===== src/rtl/axil_lite_master_if.sv =====
// rtl/axil_lite_master_if.sv - AXI4-Lite bus bundle with master and slave views
interface axil_lite_master_if #(
    parameter int ADDR_WIDTH = 9,
    parameter int DATA_WIDTH = 32,
    parameter int STRB_WIDTH = DATA_WIDTH / 8
);
    logic [ADDR_WIDTH-1:0] awaddr;
    logic [2:0]            awprot;
    logic                  awvalid;
    logic                  awready;
    logic [DATA_WIDTH-1:0] wdata;
    logic [STRB_WIDTH-1:0] wstrb;
    logic                  wvalid;
    logic                  wready;
    logic [1:0]            bresp;
    logic                  bvalid;
    logic                  bready;
    logic [ADDR_WIDTH-1:0] araddr;
    logic [2:0]            arprot;
    logic                  arvalid;
    logic                  arready;
    logic [DATA_WIDTH-1:0] rdata;
    logic [1:0]            rresp;
    logic                  rvalid;
    logic                  rready;

    modport master (
        output awaddr, awprot, awvalid,
        input  awready,
        output wdata, wstrb, wvalid,
        input  wready,
        input  bresp, bvalid,
        output bready,
        output araddr, arprot, arvalid,
        input  arready,
        input  rdata, rresp, rvalid,
        output rready
    );

    modport slave (
        input  awaddr, awprot, awvalid,
        output awready,
        input  wdata, wstrb, wvalid,
        output wready,
        output bresp, bvalid,
        input  bready,
        input  araddr, arprot, arvalid,
        output arready,
        output rdata, rresp, rvalid,
        input  rready
    );
endinterface


===== src/rtl/axil_lite_master.sv =====
// rtl/axil_lite_master.sv - single-outstanding AXI4-Lite initiator driven by a cmd/rsp stream
module axil_lite_master #(
    parameter int         ADDR_WIDTH = 9,
    parameter int         DATA_WIDTH = 32,
    parameter int         STRB_WIDTH = DATA_WIDTH / 8,
    parameter logic [2:0] PROT       = 3'b000
) (
    input  logic                  clk,
    input  logic                  rst,

    input  logic                  cmd_valid,
    output logic                  cmd_ready,
    input  logic                  cmd_write,
    input  logic [ADDR_WIDTH-1:0] cmd_addr,
    input  logic [DATA_WIDTH-1:0] cmd_wdata,
    input  logic [STRB_WIDTH-1:0] cmd_wstrb,

    output logic                  rsp_valid,
    input  logic                  rsp_ready,
    output logic                  rsp_write,
    output logic [DATA_WIDTH-1:0] rsp_rdata,
    output logic [1:0]            rsp_resp,

    output logic                  busy,

    axil_lite_master_if.master    m_axil
);

    typedef enum logic [2:0] {
        IDLE,
        WR_ADDR_DATA,
        WR_RESP,
        RD_ADDR,
        RD_DATA,
        RSP
    } state_t;

    // Clears the byte-lane bits so every bus access is word aligned.
    localparam logic [ADDR_WIDTH-1:0] ALIGN_MASK = ~ADDR_WIDTH'(STRB_WIDTH - 1);

    state_t state;

    assign m_axil.awprot = PROT;
    assign m_axil.arprot = PROT;

    always_ff @(posedge clk or posedge rst) begin
        if (rst) begin
            state          <= IDLE;
            cmd_ready      <= 1'b0;
            busy           <= 1'b0;
            rsp_valid      <= 1'b0;
            rsp_write      <= 1'b0;
            rsp_rdata      <= '0;
            rsp_resp       <= 2'b00;
            m_axil.awaddr  <= '0;
            m_axil.awvalid <= 1'b0;
            m_axil.wdata   <= '0;
            m_axil.wstrb   <= '0;
            m_axil.wvalid  <= 1'b0;
            m_axil.bready  <= 1'b0;
            m_axil.araddr  <= '0;
            m_axil.arvalid <= 1'b0;
            m_axil.rready  <= 1'b0;
        end else begin
            case (state)
                IDLE: begin
                    if (cmd_ready && cmd_valid) begin
                        cmd_ready <= 1'b0;
                        busy      <= 1'b1;
                        if (cmd_write) begin
                            m_axil.awaddr  <= cmd_addr & ALIGN_MASK;
                            m_axil.wdata   <= cmd_wdata;
                            m_axil.wstrb   <= cmd_wstrb;
                            m_axil.awvalid <= 1'b1;
                            m_axil.wvalid  <= 1'b1;
                            state          <= WR_ADDR_DATA;
                        end else begin
                            m_axil.araddr  <= cmd_addr & ALIGN_MASK;
                            m_axil.arvalid <= 1'b1;
                            state          <= RD_ADDR;
                        end
                    end else begin
                        // First cycle out of reset lands here with cmd_ready low.
                        cmd_ready <= 1'b1;
                    end
                end

                WR_ADDR_DATA: begin
                    if (m_axil.awvalid && m_axil.awready) begin
                        m_axil.awvalid <= 1'b0;
                    end
                    if (m_axil.wvalid && m_axil.wready) begin
                        m_axil.wvalid <= 1'b0;
                    end
                    // A channel is finished if it already dropped or is handshaking now.
                    if ((!m_axil.awvalid || m_axil.awready) &&
                        (!m_axil.wvalid || m_axil.wready)) begin
                        m_axil.bready <= 1'b1;
                        state         <= WR_RESP;
                    end
                end

                WR_RESP: begin
                    if (m_axil.bvalid && m_axil.bready) begin
                        m_axil.bready <= 1'b0;
                        rsp_valid     <= 1'b1;
                        rsp_write     <= 1'b1;
                        rsp_rdata     <= '0;
                        rsp_resp      <= m_axil.bresp;
                        state         <= RSP;
                    end
                end

                RD_ADDR: begin
                    if (m_axil.arvalid && m_axil.arready) begin
                        m_axil.arvalid <= 1'b0;
                        m_axil.rready  <= 1'b1;
                        state          <= RD_DATA;
                    end
                end

                RD_DATA: begin
                    if (m_axil.rvalid && m_axil.rready) begin
                        m_axil.rready <= 1'b0;
                        rsp_valid     <= 1'b1;
                        rsp_write     <= 1'b0;
                        rsp_rdata     <= m_axil.rdata;
                        rsp_resp      <= m_axil.rresp;
                        state         <= RSP;
                    end
                end

                RSP: begin
                    if (rsp_valid && rsp_ready) begin
                        rsp_valid <= 1'b0;
                        cmd_ready <= 1'b1;
                        busy      <= 1'b0;
                        state     <= IDLE;
                    end
                end

                default: begin
                    state <= IDLE;
                end
            endcase
        end
    end

endmodule

===== src/flat_wrapper.sv =====
// flat-port wrapper written by rule: the top's interface ports become plain ports
module axil_lite_master_flat 
#(
    parameter int         ADDR_WIDTH = 9,
    parameter int         DATA_WIDTH = 32,
    parameter int         STRB_WIDTH = DATA_WIDTH / 8,
    parameter logic [2:0] PROT       = 3'b000
)
  (clk, rst, cmd_valid, cmd_ready, cmd_write, cmd_addr, cmd_wdata, cmd_wstrb, rsp_valid, rsp_ready, rsp_write, rsp_rdata, rsp_resp, busy, m_axil_awaddr, m_axil_awprot, m_axil_awvalid, m_axil_awready, m_axil_wdata, m_axil_wstrb, m_axil_wvalid, m_axil_wready, m_axil_bresp, m_axil_bvalid, m_axil_bready, m_axil_araddr, m_axil_arprot, m_axil_arvalid, m_axil_arready, m_axil_rdata, m_axil_rresp, m_axil_rvalid, m_axil_rready);
  axil_lite_master_if #(.ADDR_WIDTH(ADDR_WIDTH), .DATA_WIDTH(DATA_WIDTH), .STRB_WIDTH(STRB_WIDTH)) m_axil_i ();
  input  logic clk;
  input  logic rst;
  input  logic cmd_valid;
  output logic cmd_ready;
  input  logic cmd_write;
  input  logic [ADDR_WIDTH-1:0] cmd_addr;
  input  logic [DATA_WIDTH-1:0] cmd_wdata;
  input  logic [STRB_WIDTH-1:0] cmd_wstrb;
  output logic rsp_valid;
  input  logic rsp_ready;
  output logic rsp_write;
  output logic [DATA_WIDTH-1:0] rsp_rdata;
  output logic [1:0] rsp_resp;
  output logic busy;
  output wire logic [$bits(m_axil_i.awaddr)-1:0] m_axil_awaddr;
  output wire logic [$bits(m_axil_i.awprot)-1:0] m_axil_awprot;
  output wire logic [$bits(m_axil_i.awvalid)-1:0] m_axil_awvalid;
  input wire logic [$bits(m_axil_i.awready)-1:0] m_axil_awready;
  output wire logic [$bits(m_axil_i.wdata)-1:0] m_axil_wdata;
  output wire logic [$bits(m_axil_i.wstrb)-1:0] m_axil_wstrb;
  output wire logic [$bits(m_axil_i.wvalid)-1:0] m_axil_wvalid;
  input wire logic [$bits(m_axil_i.wready)-1:0] m_axil_wready;
  input wire logic [$bits(m_axil_i.bresp)-1:0] m_axil_bresp;
  input wire logic [$bits(m_axil_i.bvalid)-1:0] m_axil_bvalid;
  output wire logic [$bits(m_axil_i.bready)-1:0] m_axil_bready;
  output wire logic [$bits(m_axil_i.araddr)-1:0] m_axil_araddr;
  output wire logic [$bits(m_axil_i.arprot)-1:0] m_axil_arprot;
  output wire logic [$bits(m_axil_i.arvalid)-1:0] m_axil_arvalid;
  input wire logic [$bits(m_axil_i.arready)-1:0] m_axil_arready;
  input wire logic [$bits(m_axil_i.rdata)-1:0] m_axil_rdata;
  input wire logic [$bits(m_axil_i.rresp)-1:0] m_axil_rresp;
  input wire logic [$bits(m_axil_i.rvalid)-1:0] m_axil_rvalid;
  output wire logic [$bits(m_axil_i.rready)-1:0] m_axil_rready;
  assign m_axil_awaddr = m_axil_i.awaddr;
  assign m_axil_awprot = m_axil_i.awprot;
  assign m_axil_awvalid = m_axil_i.awvalid;
  assign m_axil_i.awready = m_axil_awready;
  assign m_axil_wdata = m_axil_i.wdata;
  assign m_axil_wstrb = m_axil_i.wstrb;
  assign m_axil_wvalid = m_axil_i.wvalid;
  assign m_axil_i.wready = m_axil_wready;
  assign m_axil_i.bresp = m_axil_bresp;
  assign m_axil_i.bvalid = m_axil_bvalid;
  assign m_axil_bready = m_axil_i.bready;
  assign m_axil_araddr = m_axil_i.araddr;
  assign m_axil_arprot = m_axil_i.arprot;
  assign m_axil_arvalid = m_axil_i.arvalid;
  assign m_axil_i.arready = m_axil_arready;
  assign m_axil_i.rdata = m_axil_rdata;
  assign m_axil_i.rresp = m_axil_rresp;
  assign m_axil_i.rvalid = m_axil_rvalid;
  assign m_axil_rready = m_axil_i.rready;
  axil_lite_master #(.ADDR_WIDTH(ADDR_WIDTH), .DATA_WIDTH(DATA_WIDTH), .STRB_WIDTH(STRB_WIDTH), .PROT(PROT)) u_core (.clk(clk), .rst(rst), .cmd_valid(cmd_valid), .cmd_ready(cmd_ready), .cmd_write(cmd_write), .cmd_addr(cmd_addr), .cmd_wdata(cmd_wdata), .cmd_wstrb(cmd_wstrb), .rsp_valid(rsp_valid), .rsp_ready(rsp_ready), .rsp_write(rsp_write), .rsp_rdata(rsp_rdata), .rsp_resp(rsp_resp), .busy(busy), .m_axil(m_axil_i));
endmodule

===== config.mk =====
export PLATFORM = sky130hd
export DESIGN_NAME = axil_lite_master_flat
export DESIGN_NICKNAME = d
export VERILOG_FILES = /design/src/rtl/axil_lite_master_if.sv /design/src/rtl/axil_lite_master.sv /design/src/flat_wrapper.sv
export SDC_FILE = /design/constraint.sdc
export NUM_CORES = 1
export LEC_CHECK = 0
export BUFFER_PORTS_ARGS = -buffer_cell sky130_fd_sc_hd__buf_4
export CAP_MARGIN = 20
export CORE_ASPECT_RATIO = 0.8
export CORE_UTILIZATION = 40
export CTS_BUF_LIST = sky130_fd_sc_hd__clkbuf_16
export DETAILED_ROUTE_END_ITERATION = 6
export GPL_TIMING_DRIVEN = 0
export PLACE_DENSITY = 0.73
export SYNTH_ARGS = -nofsm -noshare
export SYNTH_HDL_FRONTEND = slang
export SYNTH_SLANG_ARGS = --single-unit

===== constraint.sdc =====
create_clock -name clk -period 4.7 [get_ports clk]
set_input_delay 0.47 -clock clk [delete_from_list [all_inputs] [get_ports clk]]
set_output_delay 0.47 -clock clk [all_outputs]
set_load 0.01 [all_outputs]

==> results of run 1 <==
[where the power goes]
group | internal (mW) | switching (mW)
clock | 0.407 | 0.297
combinational | 0.917 | 0.694
sequential | 1.21 | 0.225
total | 2.53 | 1.21
[flip-flops by register name, indices dropped and copies added (netlist names)]
signal and count:
u_core.busy 1, u_core.cmd_ready 1, u_core.m_axil.araddr 7, u_core.m_axil.arvalid 1
u_core.m_axil.awaddr 7, u_core.m_axil.awvalid 1, u_core.m_axil.bready 1, u_core.m_axil.rready 1
u_core.m_axil.wdata 32, u_core.m_axil.wstrb 4, u_core.m_axil.wvalid 1, u_core.rsp_rdata 32
u_core.rsp_resp 2, u_core.rsp_valid 1, u_core.rsp_write 1, u_core.state 3
[critical path: stages, from the launching register on]
cell     delay (ns)
dfrtp_1        0.44
or3b_1         0.38
buf_2          0.18
nor2_1         0.39
buf_2          0.31
a22o_1         0.17
[logic make-up after synthesis]
| kind of cell | synth area share (%) |
|---|---|
| flops | 62.6 |
| compound gates | 11.5 |
| mux | 15.8 |
| simple gates | 5.25 |
| buf+inv | 4.73 |
| other cells | 0.0977 |
[synth_stat cells]
library cell / number
dfrtp_1: 96
mux2_2: 52
a22o_1: 33
nand2_1: 17
buf_4: 11
buf_2: 10
a21oi_1: 7
nor2_1: 7
o21ai_0: 6
a31oi_1: 5
nor2b_1: 4
buf_6: 3
inv_1: 3
a211oi_1: 2
mux2i_1: 2
nand3_1: 2
nor3_1: 2
a21oi_4: 1
a41oi_1: 1
and2_1: 1
and2b_1: 1
and3_1: 1
clkbuf_1: 1
conb_1: 1
nand2_2: 1
nor2_2: 1
nor4_1: 1
nor4_2: 1
o22a_1: 1
o2bb2ai_1: 1
or3_1: 1
or3b_1: 1
[path summary, 6_finish.rpt]
kind	start	slack, ns	end	cells past startpoint
max	u_core.state[0]$_DFFE_PP0P_	2.78	u_core.rsp_rdata[22]$_DFFE_PP0P_	5
min	rst	0.13	u_core.m_axil.wdata[27]$_DFFE_PP0P_	2
max reg2reg	u_core.state[0]$_DFFE_PP0P_	2.78	u_core.rsp_rdata[22]$_DFFE_PP0P_	5
min reg2reg	u_core.rsp_resp[1]$_DFFE_PP0P_	0.50	u_core.rsp_resp[1]$_DFFE_PP0P_	2
max in group asynchronous	rst	3.91	u_core.state[0]$_DFFE_PP0P_	3
min in group clk	m_axil_rdata[20]	0.35	u_core.rsp_rdata[20]$_DFFE_PP0P_	2
[area by class of cell]
cell class	instances	area (µm²)
fill	769	3500
sequential	96	2400
timing repair buffer	182	1390
multi-input combinational	162	1290
clock buffer	9	225
buffer	25	170
tap	115	144
clock inverter	7	63.8
inverter	3	13.8
[metal layers]
| layer | track usage [%] | routed length [µm] | up-vias |
|---|---|---|---|
| li1 | - | - | 1382 |
| met1 | 23.4 | 3810 | 1407 |
| met2 | 29.8 | 4320 | 122 |
| met3 | 7.18 | 870 | 8 |
| met4 | 5.90 | 76 | 0 |
| met5 | 0 | 0 | - |
[metrics by stage]
stage                     util [%]  total power, mW
after floorplan                  -             2.26
after detailed placement      58.8             3.07
final                         61.9             3.75
after CTS                     61.9             3.79
after global routing          61.9             3.99
after global placement        58.5             3.02
==> metrics.md, run 1 <==
| Metric | Value |
|---|---|
| Via-to-Cell Ratio | 4.87 |
| Max cap viols | 0 |
| CTS HTree Levels | 3 |
| Failing checks | DRC |
| # IOs | 194 |
| Startpoint Class | register |
| Syn. warnings | 0 |
| Crit Path Category | reg2reg |
| Most frequent cells in the layout | buf_4, dfrtp_1, mux2_2 |
| Routed WL | 9.07 mm |
| Slew Limit Fails | 0 |
| Gr usage total | 18.5% |
| Synth Area per Inst | 13.9 µm² |
| Critical path arrival | 2.19 ns |
| CTS max path bufs | 2 |
| Setup violators final | 0 |
| CP Data Required Time | 4.97 ns |
| Peak supply drop | 372 µV |
| DR pass1 iterations | 6 |
| Fmax | 520 MHz |
| Clk slew on worst S/H paths | 0.06 ns |
| Register bit total from synthesis | 96 |
| Final hold slack | 0.134 ns |
| Post-DR wirelength/cell | 15.1 µm |
| Initial core utilization | 41.7% |
| First-pass GRT wire length | 14.2 mm |
| Post-synthesis sequential area ratio | 62.6% |
| Fin nets | 570 |
| CTS Buf Count | 9 |
| Cells after DPL | 583 |
| Worst hold-check path type | in2async |
| CTS Sinks | 96 |
| RSZ-0062 raised after global routing | false |
| Synth unique cells | 32 |
| Commonest non-fill, non-tap cell in the layout | buf_4 |
| GR Overflow Total | 0 |
| Final Hold Fails | 0 |
| Crit path time final | 1.92 ns |
| Cell Pwr Density | 658 nW/µm² |
| Row Count | 31 |
| Crit path capture type | register |
| Fin Setup TNS | 0 ns |
| Cts repair resizes | 0 |
| # Post-CTS Setup Buffers | 0 |
| Post-DP HPWL | 6.71 mm |
| Post-Syn Area | 3840 µm² |
| DRC violations left | 16 |
| DRT antenna net count | 0 |
| Core area | 9190 µm² |
| Fin cells | 599 |
| Period utilisation layout | 40.9% |
| Crit Path Max Fanout | 10 |
| Synth top area share | 62.6% |
| Clk_lat worst skew | 0.34 ns |
| Fin area | 5690 µm² |
| Worst clock skew | 0.00458 ns |
| GP Congestion | 0.790 |
| Vias in the first global route | 2,847 |
| Antenna cells | 0 |
| CTS tree | built |
| Vias after detailed routing | 2,919 |
| Synth area leaders | dfrtp_1, mux2_2, a22o_1 |
| Die Height | 89.6 µm |
| Root Buffer | clkbuf_16 |
| Hold Buf Count CTS | 0 |
| Die area | 9990 µm² |
| Initial antenna violation count | 0 |
| Setup WS pre-CTS | 2.75 ns |
| Placed instance area | 5400 µm² |
| # port buffers | 181 |
| Status | complete, but fails checks |
| Largest net degree at the start of global routing | 66 |
| Fraction of layout cells with a size suffix above 1 | 57.2% |
| Synth-to-Final Area Change | 48.4% |
| Post-Syn Instances | 277 |
| Area leader, netlist | dfrtp_1 |
| Final Worst Setup Slack | 2.78 ns |
| Initial DRC Count | 180 |
| Leakage power | 2.89 nW |
| Die X | 112 µm |
Power figures use the tool's default switching activity.
==> run 2: changes to the inputs <==
==> constraint.sdc (replaced) <==
create_clock -name clk -period 1.9 [get_ports clk]
set_input_delay 0.19 -clock clk [delete_from_list [all_inputs] [get_ports clk]]
set_output_delay 0.19 -clock clk [all_outputs]
set_load 0.01 [all_outputs]
==> run 2 against run 1 <==
Effect of this change:
- fmax up 5.9%
- sequential share of layout area shrank 1.1 points
- clock power increased to 2.6 times the previous value
- critical path type unchanged
- die area is the same
- the flow still finishes with violations (DRC)
- routed wire length is 0.46% lower
- non-clock buffer count increased by 7
- hold slack got worse by 0.061 ns
- setup slack worse by 2.7 ns
- power grew to 2.6 times the previous value
- sequential power up 150%
- register-to-register slack worse by 2.7 ns
- critical path depth grew 2
==> metrics.md, run 2 (synthesis results as in run 1) <==
| Metric | Value |
|---|---|
| Clk_lat worst skew | 0.33 ns |
| Setup WS pre-CTS | -0.0368 ns |
| Peak supply drop | 820 µV |
| Period utilisation layout | 95.6% |
| FILL cells | 729 |
| Footprint of the multi-input gates | 1310 µm² |
| Antenna cells | 0 |
| Gr usage total | 18.4% |
| Post-DR wirelength/cell | 14.9 µm |
| CP Data Required Time | 2.12 ns |
| Worst hold-check path type | in2reg |
| Cells after DPL | 584 |
| Crit Path Category | reg2reg |
| Slew @ Worst Pin | 0.655 ns |
| Fmax | 551 MHz |
| CTS Sinks | 96 |
| CTS tree | built |
| Vias after detailed routing | 2,948 |
| Worst Setup SP | u_core.state[2]$_DFFE_PP0P_ |
| GP Congestion | 0.783 |
| DRC violations left | 16 |
| Initial core utilization | 41.7% |
| Post-DP HPWL | 6.83 mm |
| Core area | 9190 µm² |
| Crit path time final | 1.82 ns |
| Die X | 112 µm |
| Die Height | 89.6 µm |
| DR pass1 iterations | 6 |
| Failing checks | DRC |
| Crit Path Max Fanout | 8 |
| Final Worst Setup Slack | 0.0840 ns |
| # IOs | 194 |
| Largest net degree at the start of global routing | 37 |
| Fraction of layout cells with a size suffix above 1 | 59.1% |
| Final Hold Fails | 0 |
| Routed WL | 9.03 mm |
| Beginning of the worst hold path | m_axil_rdata[15] |
| Startpoint Class | register |
| Fin nets | 577 |
| Reg2reg path depth | 7 |
| Initial antenna violation count | 0 |
| Via-to-Cell Ratio | 4.86 |
| Setup violators final | 0 |
| Critical path arrival | 2.03 ns |
| Leakage power | 2.96 nW |
| Top flop regs | u_core.m_axil.wdata: 32 flops, u_core.rsp_rdata: 32 flops |
| Commonest non-fill, non-tap cell in the layout | buf_4 |
| CTS Buf Count | 9 |
| Hold Path Stages | 2 |
| Fin cells | 606 |
| DRT antenna net count | 0 |
| Crit path capture type | register |
| Worst rel slew slack | 56.2% |
| Initial DRC Count | 156 |
| CTS max path bufs | 2 |
| # port buffers | 181 |
| Row Count | 31 |
| CTS HTree Levels | 3 |
| RSZ-0062 raised after global routing | true |
| GR Overflow Total | 0 |
| FF/Latch Area | 2400 µm² |
| Worst clock skew | 0.00619 ns |
| Synth-to-Final Area Change | 52.5% |
| Clk slew on worst S/H paths | 0.06 ns |
| Vias in the first global route | 2,827 |
| Die area | 9990 µm² |
| Status | complete, but fails checks |
| Root Buffer | clkbuf_16 |
| Slew Limit Fails | 0 |
| Max cap viols | 0 |
| R2R Path Start | u_core.state[2]$_DFFE_PP0P_ |
| First-pass GRT wire length | 14.2 mm |
| Most frequent cells in the layout | buf_4, dfrtp_1, mux2_2 |
| Fin util | 63.7% |
| Cell Pwr Density | 1640 nW/µm² |
==> run 2: changes by cell type in the layout (fill, tap and decap cells not counted), sizes merged <==
cell / previous run / this run
buf: 206 / 210
bufinv: 1 / 2
clkbuf: 10 / 12
clkinv: 4 / 5
dlygate4sd3: 0 / 1
inv: 4 / 2
==> run 2: stage by stage <==
stage	total power [mW]	cell area (µm²)	TNS (ns)	hold WS, ns
2_1_floorplan	5.60	3870	0	0.319
3_3_place_gp	7.46	5380	-4.64	0.407
3_5_place_dp	7.59	5420	-0.444	0.323
4_1_cts	9.53	5760	0	0.0592
5_1_grt	10.2	5850	-0.0244	0.0604
6_report	9.59	5850	0	0.0735
==> run 2: worst paths after layout <==
check / end / slack [ns]
worst max-delay path: u_core.rsp_rdata[0]$_DFFE_PP0P_ / 0.08
worst min-delay path: u_core.rsp_rdata[15]$_DFFE_PP0P_ / 0.07
worst max register to register: u_core.rsp_rdata[0]$_DFFE_PP0P_ / 0.08
worst min register to register: u_core.rsp_resp[1]$_DFFE_PP0P_ / 0.49
max in group asynchronous: u_core.m_axil.wdata[17]$_DFFE_PP0P_ / 0.81
min in group asynchronous: u_core.rsp_write$_DFFE_PP0P_ / 0.50
==> run 2: layout make-up <==
type | count | area share (%)
multi-input cells | 162 | 22.4
clock buffers | 9 | 3.85
plain buffers | 25 | 3.46
inverters | 3 | 0.257
clock inverters | 7 | 1.48
repair buffers | 189 | 25.0
well taps | 115 | 2.46
flip-flops and latches | 96 | 41.1
==> run 2: layer usage <==
metal | vias to the layer above | part of all wire, % | track usage, %
met5 | - | 0 | 0
met1 | 1408 | 43 | 23.1
met4 | 0 | 1.0 | 4.91
met3 | 9 | 8.7 | 6.91
met2 | 133 | 47 | 30.5
li1 | 1398 | - | -
==> run 2: timing repair <==
action                     in CTS  in global routing
setup endpoints to repair      61                 74
gates cloned                    0                  1
gates resized for setup         3                 25
pin swaps                       0                  2
setup buffers                   1                  3
hold endpoints to repair       25                  0
hold buffers                    1                  0
==> run 2: report_power, final <==
group	switching, mW	internal (mW)
clock	0.720	1.14
combinational	1.75	2.42
sequential	0.571	2.99
total	3.04	6.55
==> run 2: worst max-delay path: stages (launching register included) <==
cell	delay, ns
dfrtp_1	0.43
buf_6	0.14
and2b_2	0.17
a31oi_1	0.06
or3_1	0.37
buf_6	0.15
clkbuf_16	0.15
a22o_1	0.23
==> run 3: changes to the inputs <==
--- a/config.mk
+++ b/config.mk
@@ -12,7 +12,8 @@
 export CTS_BUF_LIST = sky130_fd_sc_hd__clkbuf_16
 export DETAILED_ROUTE_END_ITERATION = 6
 export GPL_TIMING_DRIVEN = 0
-export PLACE_DENSITY = 0.73
+export PLACE_DENSITY = 0.77
+export REMOVE_ABC_BUFFERS = 1
 export SYNTH_ARGS = -nofsm -noshare
 export SYNTH_HDL_FRONTEND = slang
 export SYNTH_SLANG_ARGS = --single-unit
==> run 3 against run 2 <==
Effect of this change:
- the flow still finishes with violations (DRC)
- critical endpoint is now u_core.rsp_rdata[13]$_DFFE_PP0P_
- routed wire length increased by 0.93%
- largest cell class unchanged
- register-to-register slack worse by 0.03 ns
- fmax shrank 1.4%
- cell area shrank 3.1%
- cell count is 3.8% lower
- utilization is 2.0 points lower
==> metrics.md, run 3 (synthesis results as in run 1) <==
| Metric | Value |
|---|---|
| CTS Buf Count | 9 |
| Crit Path Max Fanout | 21 |
| Final hold slack | 0.0694 ns |
| Reg2reg path depth | 5 |
| Most frequent cells in the layout | buf_4, dfrtp_1, mux2_2 |
| Critical path arrival | 2.06 ns |
| Period utilisation layout | 96.9% |
| Crit path capture type | register |
| Vias in the first global route | 2,862 |
| Initial core utilization | 41.7% |
| Leakage power | 2.83 nW |
| Worst Setup SP | u_core.state[0]$_DFFE_PP0P_ |
| Failing checks | DRC |
| Antenna cells | 0 |
| Final Hold Fails | 0 |
| Setup violators final | 0 |
| Post-DP HPWL | 6.49 mm |
| Clk slew on worst S/H paths | 0.06 ns |
| DRC violations left | 6 |
| Peak supply drop | 841 µV |
| CTS tree | built |
| Final Power | 9.31 mW |
| Cell Pwr Density | 1640 nW/µm² |
| Top flop regs | u_core.m_axil.wdata: 32 flops, u_core.rsp_rdata: 32 flops |
| CP max stage cell | dfrtp_2 |
| # port buffers | 181 |
| Worst R2R Setup Slack | 0.06 ns |
| Post-DR wirelength/cell | 15.6 µm |
| Initial antenna violation count | 0 |
| Crit path time final | 1.84 ns |
| Fin nets | 556 |
| R2R Path Start | u_core.state[0]$_DFFE_PP0P_ |
| GR Overflow Total | 0 |
| Max cap viols | 0 |
| Fmax | 543 MHz |
| Slew Limit Fails | 0 |
| CTS max path bufs | 2 |
| Slew @ Worst Pin | 0.667 ns |
| Worst hold-check path type | in2reg |
| Crit-path max cell delay | 0.51 ns |
| First-pass GRT wire length | 13.9 mm |
| FILL cells | 734 |
| CP Data Required Time | 2.12 ns |
| RSZ-0062 raised after global routing | false |
| Crit Path Category | reg2reg |
| Gr usage total | 17.9% |
| Routed WL | 9.12 mm |
| Largest net degree at the start of global routing | 55 |
| Worst rel slew slack | 55.5% |
| GP Congestion | 0.894 |
| Row Count | 31 |
| Worst clock skew | 0.00689 ns |
| Clk_lat worst skew | 0.33 ns |
| Initial DRC Count | 104 |
| Startpoint Class | register |
| FF/Latch Area | 2410 µm² |
| DRT antenna net count | 0 |
| Root Buffer | clkbuf_16 |
| Core area | 9190 µm² |
| Via-to-Cell Ratio | 4.95 |
| Status | complete, but fails checks |
| Crit-path cells | or3b_4 -> a21oi_4 -> nor2_4 -> buf_8 -> a22o_1 |
| Reg-to-Reg End | u_core.rsp_rdata[13]$_DFFE_PP0P_ |
| CTS Sinks | 96 |
| Fraction of layout cells with a size suffix above 1 | 57.3% |
| Die Height | 89.6 µm |
| Footprint of the multi-input gates | 1350 µm² |
| Die X | 112 µm |
| DR pass1 iterations | 7 |
| Die area | 9990 µm² |
| Commonest non-fill, non-tap cell in the layout | buf_4 |
| Synth-to-Final Area Change | 47.7% |
| CTS HTree Levels | 3 |
| Vias after detailed routing | 2,886 |
| Worst Setup EP | u_core.rsp_rdata[13]$_DFFE_PP0P_ |
| # IOs | 194 |
run 3: cell types whose count changed in the layout (fill, tap and decap cells not counted), moves of 2 or more:
| cell | change |
|---|---|
| nor2_4 | +2 |
| clkbuf_4 | -2 |
| buf_4 | -12 |
| clkinv_2 | -2 |
| nor2_2 | -2 |
| nand2_8 | +2 |
| clkinv_1 | -2 |
| inv_1 | +4 |
| buf_2 | -3 |
| buf_6 | -4 |
run 3: worst max-delay path, delay by kind of cell (launching register included):
| family | cells | cell delay, ns |
|---|---|---|
| AOI/OAI and AO/OA | 2 | 0.42 |
| buffers and inverters | 1 | 0.18 |
| DFF | 1 | 0.51 |
| and+or+nand+nor | 2 | 0.61 |
run 3: worst min-delay path by stage:
stage	from	endpoint	slack [ns]	cells after the start
floorplan	rsp_ready	u_core.busy$_DFFE_PP0P_	0.32	1
global placement	m_axil_rdata[3]	u_core.rsp_rdata[3]$_DFFE_PP0P_	0.41	2
detailed placement	rst	u_core.m_axil.wdata[11]$_DFFE_PP0P_	0.34	2
CTS	m_axil_rdata[26]	u_core.rsp_rdata[26]$_DFFE_PP0P_	0.05	2
global route	m_axil_rdata[19]	u_core.rsp_rdata[19]$_DFFE_PP0P_	0.06	2
finish	m_axil_rdata[7]	u_core.rsp_rdata[7]$_DFFE_PP0P_	0.07	2
run 3: routing by layer:
| layer | track usage, % | vias up | part of all wire (%) |
|---|---|---|---|
| met5 | 0 | - | 0 |
| met1 | 21.8 | 1416 | 42 |
| li1 | - | 1349 | - |
| met2 | 29.8 | 108 | 50 |
| met4 | 7.00 | 0 | 1.3 |
| met3 | 6.17 | 13 | 6.8 |
run 3: power breakdown:
part / internal, mW / switching (mW) / total, mW
registers: 2.99 / 0.618 / 3.61
clock network: 0.986 / 0.694 / 1.68
logic: 2.33 / 1.70 / 4.02
run 3: repair_timing:
item                                   in CTS  in global routing
hold buffers                                1                  0
endpoints found under the hold margin      53                  0
pin swaps                                   1                  1
gates resized for setup                     9                  4
setup endpoints to repair                  88                 50
cloned                                      0                  1
buffers inserted                            7                  0
run 3: metrics by stage:
step	utilization [%]	setup TNS (ns)	instances	worst slack [ns]	instance area, µm²
after detailed placement	57.3	-29.64	560	-0.467	5270
final	61.7	0	583	0.0583	5670
after global routing	61.7	0	583	0.00691	5670
after CTS	61.3	0	582	0.00405	5640
after floorplan	-	-96.87	261	-0.795	3700
after global placement	56.6	-234.70	557	-1.84	5200
run 3: layout make-up:
cell class                      instances  area share (%)
Sequential cell                        96            42.5
Timing Repair Buffer                  192            26.2
Multi-Input combinational cell        163            23.8
Clock buffer                            9            3.97
Tap cell                              115            2.54
Clock inverter                          5           0.795
Inverter                                3           0.243
